### config.mk
export PLATFORM = sky130hd
export DESIGN_NAME = conv_window_scheduler_flat
export DESIGN_NICKNAME = d
export VERILOG_FILES = /design/src/rtl/tpu_pkg.sv /design/src/rtl/conv_window_scheduler_if.sv /design/src/rtl/conv_pos_counter.sv /design/src/rtl/conv_window_scheduler.sv /design/src/flat_wrapper.sv
export SDC_FILE = /design/constraint.sdc
export NUM_CORES = 1
export LEC_CHECK = 0
export CAP_MARGIN = 15
export CORE_MARGIN = 1
export CORE_UTILIZATION = 50
export CTS_BUF_LIST = sky130_fd_sc_hd__clkbuf_4 sky130_fd_sc_hd__clkbuf_8 sky130_fd_sc_hd__clkbuf_16
export DETAILED_ROUTE_END_ITERATION = 7
export GPL_TIMING_DRIVEN = 0
export PLACE_DENSITY_LB_ADDON = 0.1
export REMOVE_ABC_BUFFERS = 1
export SYNTH_ARGS = -nofsm -noshare
export SYNTH_HDL_FRONTEND = slang
export SYNTH_HIERARCHICAL = 1
export SYNTH_SLANG_ARGS = --single-unit
### constraint.sdc
create_clock -name clk -period 4.3 [get_ports clk]
set_input_delay 0.645 -clock clk [delete_from_list [all_inputs] [get_ports clk]]
set_output_delay 0.645 -clock clk [all_outputs]
set_load 0.01 [all_outputs]
### src/rtl/tpu_pkg.sv
// Shared types and width helpers for the convolution window scheduler.
package tpu_pkg;

    // Scheduler FSM states; also exported on the debug state port.
    typedef enum logic [2:0] {
        S_IDLE  = 3'd0,
        S_FILL  = 3'd1,
        S_ISSUE = 3'd2,
        S_WAIT  = 3'd3,
        S_DONE  = 3'd4
    } sched_state_t;

    // Width of a linear image address (at least one bit).
    function automatic int calc_addr_w(input int width, input int height);
        return (width * height > 1) ? $clog2(width * height) : 1;
    endfunction

    // Width of the kernel-size field (at least one bit).
    function automatic int calc_kw(input int width);
        return (width > 1) ? $clog2(width) : 1;
    endfunction

endpackage

### src/rtl/conv_window_scheduler_if.sv
// Job/batch bus between the host, the scheduler and the processing array.
// Handshake: a job is taken on the rising edge where cfg_valid && cfg_ready;
// cfg_ready is high only while the scheduler is idle. start is a one-cycle
// launch; the array answers with tpu_done, which only counts while waiting.
interface conv_window_scheduler_if
    import tpu_pkg::*;
#(
    parameter int IMAGE_WIDTH  = 5,
    parameter int IMAGE_HEIGHT = 5,
    parameter int NUM_UNITS    = 9
);
    localparam int ADDR_W = calc_addr_w(IMAGE_WIDTH, IMAGE_HEIGHT);
    localparam int KW     = calc_kw(IMAGE_WIDTH);

    logic                                cfg_valid;
    logic                                cfg_ready;
    logic [KW-1:0]                       kernel_dim;
    logic [1:0]                          stride;
    logic [NUM_UNITS-1:0][ADDR_W-1:0]    start_addr;
    logic [NUM_UNITS-1:0]                active_units;
    logic [2*KW-1:0]                     length;
    logic                                start;
    logic                                tpu_done;
    logic [ADDR_W-1:0]                   batch_base;
    logic                                job_done;
    logic                                cfg_err;

    // Scheduler side.
    modport master (
        input  cfg_valid, kernel_dim, stride, tpu_done,
        output cfg_ready, start_addr, active_units, length, start,
               batch_base, job_done, cfg_err
    );

    // Host / processing-array side.
    modport slave (
        output cfg_valid, kernel_dim, stride, tpu_done,
        input  cfg_ready, start_addr, active_units, length, start,
               batch_base, job_done, cfg_err
    );

endinterface

### src/rtl/conv_pos_counter.sv
// Raster walker over kernel window positions. Presents the top-left address
// of the current window and flags when it is the final window of the image.
// Row addresses accumulate IMAGE_WIDTH*S so no multiplier is needed.
module conv_pos_counter
    import tpu_pkg::*;
#(
    parameter int IMAGE_WIDTH  = 5,
    parameter int IMAGE_HEIGHT = 5,
    parameter int ADDR_W       = 5,
    parameter int KW           = 3
) (
    input  logic              clk,
    input  logic              reset,
    input  logic              i_init,
    input  logic              i_advance,
    input  logic [KW-1:0]     i_kernel,
    input  logic [1:0]        i_stride,
    output logic [ADDR_W-1:0] o_addr,
    output logic              o_last
);
    // Wide enough for col/row + S + K without wrapping.
    localparam int CW = $clog2(2 * (IMAGE_WIDTH + IMAGE_HEIGHT) + 4);
    // Row base/step carry two spare bits so a 3*W step never wraps.
    localparam int BW = ADDR_W + 2;

    logic [CW-1:0] r_col;
    logic [CW-1:0] r_row;
    logic [CW-1:0] r_k;
    logic [CW-1:0] r_s;
    logic [BW-1:0] r_row_base;
    logic [BW-1:0] r_row_step;
    logic [BW-1:0] w_step;
    logic          w_col_more;
    logic          w_row_more;

    // IMAGE_WIDTH*S by shift-and-add over the two stride bits.
    assign w_step = (i_stride[1] ? (BW'(IMAGE_WIDTH) << 1) : '0)
                  + (i_stride[0] ?  BW'(IMAGE_WIDTH)       : '0);

    assign w_col_more = (r_col + r_s + r_k) <= CW'(IMAGE_WIDTH);
    assign w_row_more = (r_row + r_s + r_k) <= CW'(IMAGE_HEIGHT);
    assign o_last     = !w_col_more && !w_row_more;
    assign o_addr     = ADDR_W'(r_row_base + BW'(r_col));

    // Load job geometry, then step column-first, wrapping to the next row.
    always_ff @(posedge clk or negedge reset) begin
        if (!reset) begin
            r_col      <= '0;
            r_row      <= '0;
            r_k        <= '0;
            r_s        <= '0;
            r_row_base <= '0;
            r_row_step <= '0;
        end else if (i_init) begin
            r_col      <= '0;
            r_row      <= '0;
            r_k        <= CW'(i_kernel);
            r_s        <= CW'(i_stride);
            r_row_base <= '0;
            r_row_step <= w_step;
        end else if (i_advance) begin
            if (w_col_more) begin
                r_col <= r_col + r_s;
            end else if (w_row_more) begin
                r_col      <= '0;
                r_row      <= r_row + r_s;
                r_row_base <= r_row_base + r_row_step;
            end
        end
    end

endmodule

### src/rtl/conv_window_scheduler.sv
// Splits a square-kernel convolution job into batches of NUM_UNITS windows,
// fills one slot per cycle, launches the batch and waits for the array.
module conv_window_scheduler
    import tpu_pkg::*;
#(
    parameter int IMAGE_WIDTH  = 5,
    parameter int IMAGE_HEIGHT = 5,
    parameter int NUM_UNITS    = 9
) (
    input  logic                    clk,
    input  logic                    reset,
    conv_window_scheduler_if.master bus,
    output sched_state_t            o_state
);
    localparam int ADDR_W = calc_addr_w(IMAGE_WIDTH, IMAGE_HEIGHT);
    localparam int KW     = calc_kw(IMAGE_WIDTH);
    localparam int LW     = 2 * KW;
    localparam int SW     = $clog2(NUM_UNITS + 1);

    sched_state_t                     r_state;
    sched_state_t                     w_next;
    logic                             w_cfg_ok;
    logic                             w_cfg_ready;
    logic                             w_start;
    logic                             w_job_done;
    logic                             w_job_start;
    logic                             w_advance;
    logic                             w_fill_exit;
    logic                             w_batch_next;
    logic                             w_fill_entry;
    logic [ADDR_W-1:0]                w_pos_addr;
    logic                             w_pos_last;
    logic [NUM_UNITS-1:0][ADDR_W-1:0] r_addr;
    logic [NUM_UNITS-1:0]             r_mask;
    logic [SW-1:0]                    r_slot;
    logic [LW-1:0]                    r_len;
    logic [ADDR_W-1:0]                r_base;
    logic                             r_more;
    logic                             r_cfg_err;

    // A job needs at least one window inside the image and a nonzero step.
    assign w_cfg_ok = (bus.kernel_dim != '0)
                   && (32'(bus.kernel_dim) <= 32'(IMAGE_WIDTH))
                   && (32'(bus.kernel_dim) <= 32'(IMAGE_HEIGHT))
                   && (bus.stride != 2'd0);

    // Slots are cleared whenever a fill begins, for a new job or next batch.
    assign w_fill_entry = w_job_start || w_batch_next;

    conv_pos_counter #(
        .IMAGE_WIDTH  (IMAGE_WIDTH),
        .IMAGE_HEIGHT (IMAGE_HEIGHT),
        .ADDR_W       (ADDR_W),
        .KW           (KW)
    ) u_pos (
        .clk       (clk),
        .reset     (reset),
        .i_init    (w_job_start),
        .i_advance (w_advance),
        .i_kernel  (bus.kernel_dim),
        .i_stride  (bus.stride),
        .o_addr    (w_pos_addr),
        .o_last    (w_pos_last)
    );

    // State register; reset drops straight back to idle, abandoning any job.
    always_ff @(posedge clk or negedge reset) begin
        if (!reset) begin
            r_state <= S_IDLE;
        end else begin
            r_state <= w_next;
        end
    end

    // Next state and per-state strobes.
    always_comb begin
        w_next       = r_state;
        w_cfg_ready  = 1'b0;
        w_start      = 1'b0;
        w_job_done   = 1'b0;
        w_job_start  = 1'b0;
        w_advance    = 1'b0;
        w_fill_exit  = 1'b0;
        w_batch_next = 1'b0;
        case (r_state)
            S_IDLE: begin
                w_cfg_ready = 1'b1;
                if (bus.cfg_valid && w_cfg_ok) begin
                    w_job_start = 1'b1;
                    w_next      = S_FILL;
                end
            end
            S_FILL: begin
                w_fill_exit = w_pos_last || (r_slot == SW'(NUM_UNITS - 1));
                // Step past the written window unless it was the last one,
                // so a full batch leaves the walker on the next window.
                w_advance   = !w_pos_last;
                if (w_fill_exit) begin
                    w_next = S_ISSUE;
                end
            end
            S_ISSUE: begin
                w_start = 1'b1;
                w_next  = S_WAIT;
            end
            S_WAIT: begin
                if (bus.tpu_done) begin
                    if (r_more) begin
                        w_batch_next = 1'b1;
                        w_next       = S_FILL;
                    end else begin
                        w_next = S_DONE;
                    end
                end
            end
            S_DONE: begin
                w_job_done = 1'b1;
                w_next     = S_IDLE;
            end
            default: begin
                w_next = S_IDLE;
            end
        endcase
    end

    // Slot file, job length, batch base and the reject pulse.
    always_ff @(posedge clk or negedge reset) begin
        if (!reset) begin
            r_addr    <= '0;
            r_mask    <= '0;
            r_slot    <= '0;
            r_len     <= '0;
            r_base    <= '0;
            r_more    <= 1'b0;
            r_cfg_err <= 1'b0;
        end else begin
            r_cfg_err <= bus.cfg_valid && w_cfg_ready && !w_cfg_ok;
            if (w_job_start) begin
                r_len  <= LW'(bus.kernel_dim) * LW'(bus.kernel_dim);
                r_base <= '0;
            end
            if (w_batch_next) begin
                r_base <= r_base + ADDR_W'(NUM_UNITS);
            end
            if (w_fill_entry) begin
                r_addr <= '0;
                r_mask <= '0;
                r_slot <= '0;
            end
            if (r_state == S_FILL) begin
                r_addr[r_slot] <= w_pos_addr;
                r_mask[r_slot] <= 1'b1;
                r_slot         <= r_slot + SW'(1);
                if (w_fill_exit) begin
                    r_more <= !w_pos_last;
                end
            end
            if (r_state == S_DONE) begin
                r_len <= '0;
            end
        end
    end

    assign bus.cfg_ready    = w_cfg_ready;
    assign bus.start        = w_start;
    assign bus.job_done     = w_job_done;
    assign bus.cfg_err      = r_cfg_err;
    assign bus.start_addr   = r_addr;
    assign bus.active_units = r_mask;
    assign bus.length       = r_len;
    assign bus.batch_base   = r_base;
    assign o_state          = r_state;

endmodule

### src/flat_wrapper.sv
// flat-port wrapper written by rule: the top's interface ports become plain ports
module conv_window_scheduler_flat import tpu_pkg::*;
#(
    parameter int IMAGE_WIDTH  = 5,
    parameter int IMAGE_HEIGHT = 5,
    parameter int NUM_UNITS    = 9
)
  (clk, reset, o_state, bus_cfg_valid, bus_kernel_dim, bus_stride, bus_tpu_done, bus_cfg_ready, bus_start_addr, bus_active_units, bus_length, bus_start, bus_batch_base, bus_job_done, bus_cfg_err);
  conv_window_scheduler_if #(.IMAGE_WIDTH(IMAGE_WIDTH), .IMAGE_HEIGHT(IMAGE_HEIGHT), .NUM_UNITS(NUM_UNITS)) bus_i ();
  input  logic clk;
  input  logic reset;
  output sched_state_t o_state;
  input wire logic [$bits(bus_i.cfg_valid)-1:0] bus_cfg_valid;
  input wire logic [$bits(bus_i.kernel_dim)-1:0] bus_kernel_dim;
  input wire logic [$bits(bus_i.stride)-1:0] bus_stride;
  input wire logic [$bits(bus_i.tpu_done)-1:0] bus_tpu_done;
  output wire logic [$bits(bus_i.cfg_ready)-1:0] bus_cfg_ready;
  output wire logic [$bits(bus_i.start_addr)-1:0] bus_start_addr;
  output wire logic [$bits(bus_i.active_units)-1:0] bus_active_units;
  output wire logic [$bits(bus_i.length)-1:0] bus_length;
  output wire logic [$bits(bus_i.start)-1:0] bus_start;
  output wire logic [$bits(bus_i.batch_base)-1:0] bus_batch_base;
  output wire logic [$bits(bus_i.job_done)-1:0] bus_job_done;
  output wire logic [$bits(bus_i.cfg_err)-1:0] bus_cfg_err;
  assign bus_i.cfg_valid = bus_cfg_valid;
  assign bus_i.kernel_dim = bus_kernel_dim;
  assign bus_i.stride = bus_stride;
  assign bus_i.tpu_done = bus_tpu_done;
  assign bus_cfg_ready = bus_i.cfg_ready;
  assign bus_start_addr = bus_i.start_addr;
  assign bus_active_units = bus_i.active_units;
  assign bus_length = bus_i.length;
  assign bus_start = bus_i.start;
  assign bus_batch_base = bus_i.batch_base;
  assign bus_job_done = bus_i.job_done;
  assign bus_cfg_err = bus_i.cfg_err;
  conv_window_scheduler #(.IMAGE_WIDTH(IMAGE_WIDTH), .IMAGE_HEIGHT(IMAGE_HEIGHT), .NUM_UNITS(NUM_UNITS)) u_core (.clk(clk), .reset(reset), .bus(bus_i), .o_state(o_state));
endmodule
# After elaboration in Yosys (flattened, before gate mapping)
# Cells that the tools add are included.
[op_classes] addsub=9 mul=1 n_div=0 magnitude_cmp=5 n_eq_ne=9 shift=0 n_mux=44 bitwise=1 reduce_logical=27
[ops] op="two-way mux 45 bit" count=2
[ops] op="two-way mux 5 bit" count=11
[ops] op="bitwise mux 45 bit" count=1
[ops] op="two-way mux 7 bit" count=4
[ops] op="demux 5 bit (select 4 bit)" count=1
[ops] op="two-way mux 9 bit" count=2
[ops] op="two-way mux 3 bit" count=5
[ops] op="two-way mux 4 bit" count=3
[ops] op="two-way mux 6 bit" count=2
[ops] op="one-hot mux 3 bit (4 select lines)" count=1
[ops] op="nonzero test 2 bit" count=6
[ops] op="two-way mux 1 bit" count=11
[ops] op="adder 5 x 2 -> 5 bit" count=2
[ops] op="adder 5 x 3 -> 5 bit" count=2
[ops] op="less-or-equal comparator 5 x 3 -> 1 bit (second input constant)" count=2
[ops] op="bitwise OR 9 bit" count=1
[ops] op="logical AND 1 bit" count=8
[ops] op="adder 7 x 3 -> 7 bit" count=1
[ops] op="adder 7 bit" count=1
[ops] op="equality test 3 x 2 -> 1 bit (second input constant)" count=2
[ops] op="multiplier 3 x 3 -> 6 bit" count=1
[ops] op="!= test 2 x 1 -> 1 bit (second input constant)" count=3
[ops] op="AND reduction 3 bit" count=2
[ops] op="nonzero test 3 bit" count=2
[ops] op="15 further kinds" count=20
[word_totals] register_bits=103 latch_bits=0 mem_bits_rw=0 rom_bits=0 in_bits=9 wordCells=118 mem_count=0

# Longest topological paths before layout
[logic_depth] ltp_word=11 mapped_depth=16 ltp_nobuf=16

# Modules after synthesis
# The synthesis kept the hierarchy.
[by_module_without_submodules] module="conv_window_scheduler" instances=1 cells_per_inst=328 area_each_um2=3294.4 seq_area_each_um2=1826.8
[by_module_without_submodules] module="conv_pos_counter" instances=1 cells_per_inst=173 area_each_um2=1717.9 seq_area_each_um2=500.5

# Least setup slack after synthesis
# Ideal clock, no wire load.
[synth_path] path_kind="register to register" startpoint="reg u_core.u_pos.r_s[0]" endpoint="reg u_core.u_pos.r_row[3]" setup_ns=0.078 arrival_ns=3.643 required_ns=4.222 slack_ns=0.579 path_stages_with_launch=15 synth_period_minus_slack_ns=3.721 cell_sequence="dfrtp_1 ha_1 fa_1 fa_1 xor2_1 and2_0 or3_1 o32a_1 nand2_1 inv_1 nor2_1 o211ai_2 buf_6 or4_1 a21oi_1"
[synth_via] elab_chain_cells=9 word_cells_on_any_way=19 classes_between="4 x add/sub; 2 x order compare; 1 x eq/ne; 5 x mux; 7 x reduce/logical"
[synth_rtl] element="start, declared" line_no="conv_pos_counter.sv:29" source="logic [CW-1:0] r_s;"
[synth_rtl] element="start signal, assigned" line_no="conv_pos_counter.sv:58" source="r_s <= CW'(i_stride);"
[synth_rtl] element="adder 5 x 2 -> 5 bit (on tied branches)" line_no="conv_pos_counter.sv:40, conv_pos_counter.sv:41"
[synth_rtl] element="adder 5 x 3 -> 5 bit (on tied branches)" line_no="conv_pos_counter.sv:40, conv_pos_counter.sv:41"
[synth_rtl] element="less-or-equal comparator 5 x 3 -> 1 bit (on tied branches)" line_no="conv_pos_counter.sv:40, conv_pos_counter.sv:41"
[synth_rtl] element="logical NOT 1 bit" line_no="conv_pos_counter.sv:42" source="assign o_last = !w_col_more && !w_row_more;"
[synth_rtl] element="logical AND 1 bit *" line_no="conv_pos_counter.sv:42"
[synth_rtl] element="named net u_core.w_pos_last" line_no="conv_window_scheduler.sv:32" source="logic w_pos_last;"
[synth_rtl] element="logical NOT 1 bit *" line_no="conv_window_scheduler.sv:97" source="w_advance = !w_pos_last;"
[synth_rtl] element="two-way mux 1 bit *" line_no="conv_window_scheduler.sv:85" source="case (r_state)"
[synth_rtl] element="named net u_core.w_advance" line_no="conv_window_scheduler.sv:27" source="logic w_advance;"
[synth_rtl] element="nonzero test 2 bit (no source line) *"
[synth_rtl] element="AND reduction 3 bit (no source line) *"
[synth_rtl] element="end signal, assigned" line_no="conv_pos_counter.sv:66" source="r_row <= r_row + r_s;"
[synth_rtl] element="end, declared" line_no="conv_pos_counter.sv:27" source="logic [CW-1:0] r_row;"
# The timed path passes the listed nets; every way through them passes the cells marked *. The select of a mux whose other input is x is not followed.
# A chain may end at the register's enable or synchronous reset.

# Worst setup path after layout
[layout_path] startpoint="reg u_core.u_pos.r_s[0]" endpoint="reg u_core.u_pos.r_row_base[4]"
[layout_via] elab_chain_cells=9 word_cells_on_any_way=15 classes_between="4 x add/sub; 2 x order compare; 1 x eq/ne; 1 x mux; 7 x reduce/logical"
[layout_rtl] element="adder 5 x 2 -> 5 bit (on tied branches)" line_no="conv_pos_counter.sv:40, conv_pos_counter.sv:41"
[layout_rtl] element="adder 5 x 3 -> 5 bit (on tied branches)" line_no="conv_pos_counter.sv:40, conv_pos_counter.sv:41"
[layout_rtl] element="less-or-equal comparator 5 x 3 -> 1 bit (on tied branches)" line_no="conv_pos_counter.sv:40, conv_pos_counter.sv:41"
[layout_rtl] element="logical NOT 1 bit" line_no="conv_pos_counter.sv:42"
[layout_rtl] element="logical AND 1 bit *" line_no="conv_pos_counter.sv:42"
[layout_rtl] element="named net u_core.w_pos_last" line_no="conv_window_scheduler.sv:32"
[layout_rtl] element="logical NOT 1 bit *" line_no="conv_window_scheduler.sv:97"
[layout_rtl] element="two-way mux 1 bit *" line_no="conv_window_scheduler.sv:85"
[layout_rtl] element="named net u_core.w_advance" line_no="conv_window_scheduler.sv:27"
[layout_rtl] element="nonzero test 2 bit (no source line) *"
[layout_rtl] element="AND reduction 3 bit (no source line) *"
[layout_rtl] element="end signal, assigned" line_no="conv_pos_counter.sv:67" source="r_row_base <= r_row_base + r_row_step;"
[layout_rtl] element="end, declared" line_no="conv_pos_counter.sv:30" source="logic [BW-1:0] r_row_base;"
# The timed path passes the listed nets; every way through them passes the cells marked *.

==> out/metrics.cfg <==
[status]
outcome = finished, final reports clean

[clock_network]
cts_sinks = 93
cts_hold_repair.buffers = 0
ctsHtreeMaxLevel = 3
cts.path.max_buffers = 2
worst_setup_hold_path_clk_slew_ns = 0.09
cts_inserted_buffers = 9
worst_skew_pair.late_latency_ns = 0.35
cts_root_buf = sky130_fd_sc_hd__clkbuf_8
tritoncts = built

[sta]
slew_violations = 0
post_layout_min_period_ns = 4.075
worst_pin_slew_ns = 1.130
report.final.setup_viol = 0
unrepaired_setup_endpoints_after_global_routing = false
slew_headroom_pct = 24.11
post-route-period-util_pct = 94.76
max_freq_ghz = 0.2454
worst_clock_skew_ns = 0.007495
fin_ws_ns = 0.2253
final_hold_viol_count = 0

[cells_and_area]
antennaDiodeCount = 0
layout.filler_cells = 851
final_common_cell = sky130_fd_sc_hd__dfrtp_1
final_cell_area_mm2 = 0.006012
sequential_cell_area_mm2 = 0.002330
multi_input_comb_area_mm2 = 0.002422
num-nets-final = 598
syn2layout_area_growth_pct = 19.95
final_cell_mix = 91 x sky130_fd_sc_hd__dfrtp_1, 89 x sky130_fd_sc_hd__nand2_1, 78 x sky130_fd_sc_hd__clkdlybuf4s50_1
final-instance-count-excl-fill = 696
post-route-util_pct = 61.79
drive_gt1_share_pct = 7.460

[floorplanning]
die_height_um = 102.1
fp.coreArea_mm2 = 0.009729
die-area_mm2 = 0.01043
rows = 36
floorplan.initialDensity_pct = 51.52
io_pins = 81
die_width_um = 102.1

[synthesis]
post_synth_instance_area_mm2 = 0.005012
synth-compound-area-share_pct = 16.77
yosys_warnings = 6
synth_simple_gate_area_share_pct = 17.85
synthXorXnorAreaFrac_pct = 3.095
synth-edff-count = 0
synth.area.mux_share_pct = 1.498
synth.distinct_cells = 56
ys_seq_elements = 93
postSynthCellCount = 501
main_combinational_cell_family_by_area_after_synthesis = simple AND/OR/NAND/NOR gates
ys_seq_area_share_pct = 46.43
dominantRegCellSynth = sky130_fd_sc_hd__dfrtp_1
synth_fa_ha_area_share_pct = 8.387
fraction_of_registers_with_async_set_reset_pct = 100.0
synth.avg_cell_area_um2 = 10.00

[critical_path]
cp.arrival_ns = 4.35
required_ns = 4.57
critical_path.max_fanout = 12
slowest_delay_ns = 0.49
crit_path_top_delay_cell = sky130_fd_sc_hd__fa_2
path_class = reg -> reg
crit_path_cell_trace = ha_2 > fa_2 > fa_1 > xor2_1 > and2_0 > or3_1 > o32a_2 > nand2_2 > inv_1 > nor2_4 > o211ai_4 > or4_1 > a21oi_1
cp-end-kind = flop
timing.critical_path.from_type = flop

[global_routing]
globalRoute.totalOverflow = 0
grt_first_pass_wirelength_um = 18290
first_global_vias = 3729
grt_antenna_before_repair = 0
grt_max_degree = 52
grt.total_usage_pct = 22.91

[route]
remaining_drc_errors = 0
drt_iter0_markers = 144
drt-vias-per-instance = 5.632
first_pass_iters = 4
routed_wl_um = 11190
ant_nets = 0
drt-wirelength-per-cell_um = 16.08
dr_total_vias = 3920

[placed_design]
preCtsSetupSlack_ns = -0.7415
placed_cells_incl_taps = 679
dpl_cell_area_mm2 = 0.005786
place.gp.congestion = 0.7840
hpwlAfterDp_um = 7762
port_buffers = 79

[power_and_ir_drop]
pwr-share-seq_pct = 33.1
power.ir.vdd_worst_uv = 540.8
internal_power_mw = 2.640
power.density_cell_area_mw_per_mm2 = 774.6
clockPowerShare_pct = 12.2
netSwitchingFraction_pct = 43.30
cellLeakagePower_nw = 2.755
power.net_switching_mw = 2.016
power_frac_comb_pct = 54.7

[flow_run]
maxCapViolations = 0

[worst_hold_path]
min-delay-path-class = in -> async

cells in the mapped netlist (all sizes together), types with 2 or more instances:
| cell type | number | share of area (%) |
|---|---|---|
| a32oi | 2 | 0.50 |
| fa | 6 | 2.4 |
| xor2 | 6 | 1.0 |
| clkbuf | 10 | 0.75 |
| a21o | 17 | 2.5 |
| nor4b | 2 | 0.95 |
| nor2b | 5 | 0.62 |
| mux2 | 4 | 0.90 |
| buf | 26 | 3.8 |
| inv | 17 | 1.3 |
| nand3 | 28 | 2.8 |
| nand3b | 4 | 0.85 |
| a311oi | 5 | 0.87 |
| xnor2 | 9 | 1.6 |
| o21a | 2 | 0.30 |
| nand2 | 92 | 7.0 |
| o31ai | 5 | 0.75 |
| and3b | 2 | 0.35 |
| ha | 24 | 6.0 |
| and3 | 11 | 1.4 |
| a21oi | 23 | 2.3 |
| nand2b | 5 | 0.77 |
| mux2i | 3 | 0.60 |
| nor3 | 5 | 0.72 |
| a31oi | 7 | 0.87 |
| or3 | 3 | 0.37 |
| o21ai | 38 | 3.8 |
| nor2 | 5 | 0.37 |
| dfrtp | 93 | 46 |
| or4 | 4 | 0.60 |
| and2 | 4 | 0.50 |
| o2bb2ai | 20 | 3.5 |
registers in the layout (all words and copies together) (netlist names), 3 cells and up:
name and flops:
u_core/o_state 3, u_core/u_pos/r_row 5, u_core/bus.length 5, u_core/u_pos/r_row_base 5, u_core/u_pos/r_col 5, u_core/bus.start_addr 45
u_core/r_slot 4, u_core/u_pos/r_k 3, u_core/bus.active_units 9, u_core/bus.batch_base 5
worst max-delay path, delay by kind of cell, from the launching register on:
kind            cells  cell delay (ns)
simple gates        5             1.46
fa+ha+maj           3             1.17
compound gates      3             0.63
flops               1             0.44
xor+xnor            1             0.17
buf+inv             1             0.11
per-layer routing:
metal | up-vias | GRT usage (%) | wire (µm) | share of wire (%)
li1 | 1866 | - | - | -
met1 | 1924 | 29.60 | 4897 | 44
met2 | 118 | 38.62 | 5621 | 50
met3 | 12 | 3.488 | 542 | 4.8
met4 | 0 | 9.451 | 131 | 1.2
met5 | - | 0 | 0 | 0
area by class of cell:
| cell class | instances | area share (%) |
|---|---|---|
| multi-input cells | 354 | 40.29 |
| flip-flops and latches | 93 | 38.75 |
| repair buffers | 83 | 14.01 |
| well taps | 133 | 2.768 |
| clock buffers | 10 | 2.185 |
| inverters | 18 | 1.124 |
| clock inverters | 5 | 0.8741 |
what timing repair did:
item	4_1_cts	5_1_grt
pin swaps	1	1
buffers inserted	1	1
resized for setup	4	5
setup endpoints to repair	14	7
metrics by stage:
step	hold WS [ns]	setup TNS [ns]	total power [mW]
global route	0.3251	0	5.003
detailed placement	0.4556	-5.773	4.002
floorplan	0.3494	0	2.967
CTS	0.2984	0	4.643
global placement	0.4582	-85.70	3.865
finish	0.2914	0	4.657
power by group through the flow:
stage               Combinational, mW  Sequential (mW)  Clock [mW]
floorplan                        1.37             1.60           0
CTS                              2.52             1.54       0.583
global route                     2.79             1.60       0.614
detailed placement               2.44             1.56           0
finish                           2.55             1.54       0.567
global placement                 2.32             1.55           0
worst paths after layout:
kind                                                       from                                endpoint  cells after the start  slack, ns
setup / recovery                u_core/u_pos/r_s[0]$_DFFE_PN0P_  u_core/u_pos/r_row_base[4]$_DFFE_PN0P_                     13       0.23
hold / removal                                            reset     u_core/bus.start_addr[17]$_DFF_PN0_                      1       0.29
setup reg to reg                u_core/u_pos/r_s[0]$_DFFE_PN0P_  u_core/u_pos/r_row_base[4]$_DFFE_PN0P_                     13       0.23
hold reg to reg            u_core/bus.batch_base[4]$_DFFE_PN0P_    u_core/bus.batch_base[4]$_DFFE_PN0P_                      1       0.48
max in group asynchronous                                 reset  u_core/u_pos/r_row_step[1]$_DFFE_PN0P_                      2       3.34
min in group clk           u_core/bus.batch_base[4]$_DFFE_PN0P_    u_core/bus.batch_base[4]$_DFFE_PN0P_                      1       0.48
cells by family (layout without fill, tap and decap cells):
group / after synthesis / count (layout)
buffers and inverters: 54 / 116
muxes: 7 / 7
AOI/OAI and AO/OA: 126 / 126
DFF: 93 / 93
other: 1 / 1
xor gates and xnor gates: 16 / 16
and+or+nand+nor: 174 / 174
adders and majority gates: 30 / 30
(Power assumes the default switching activity.)
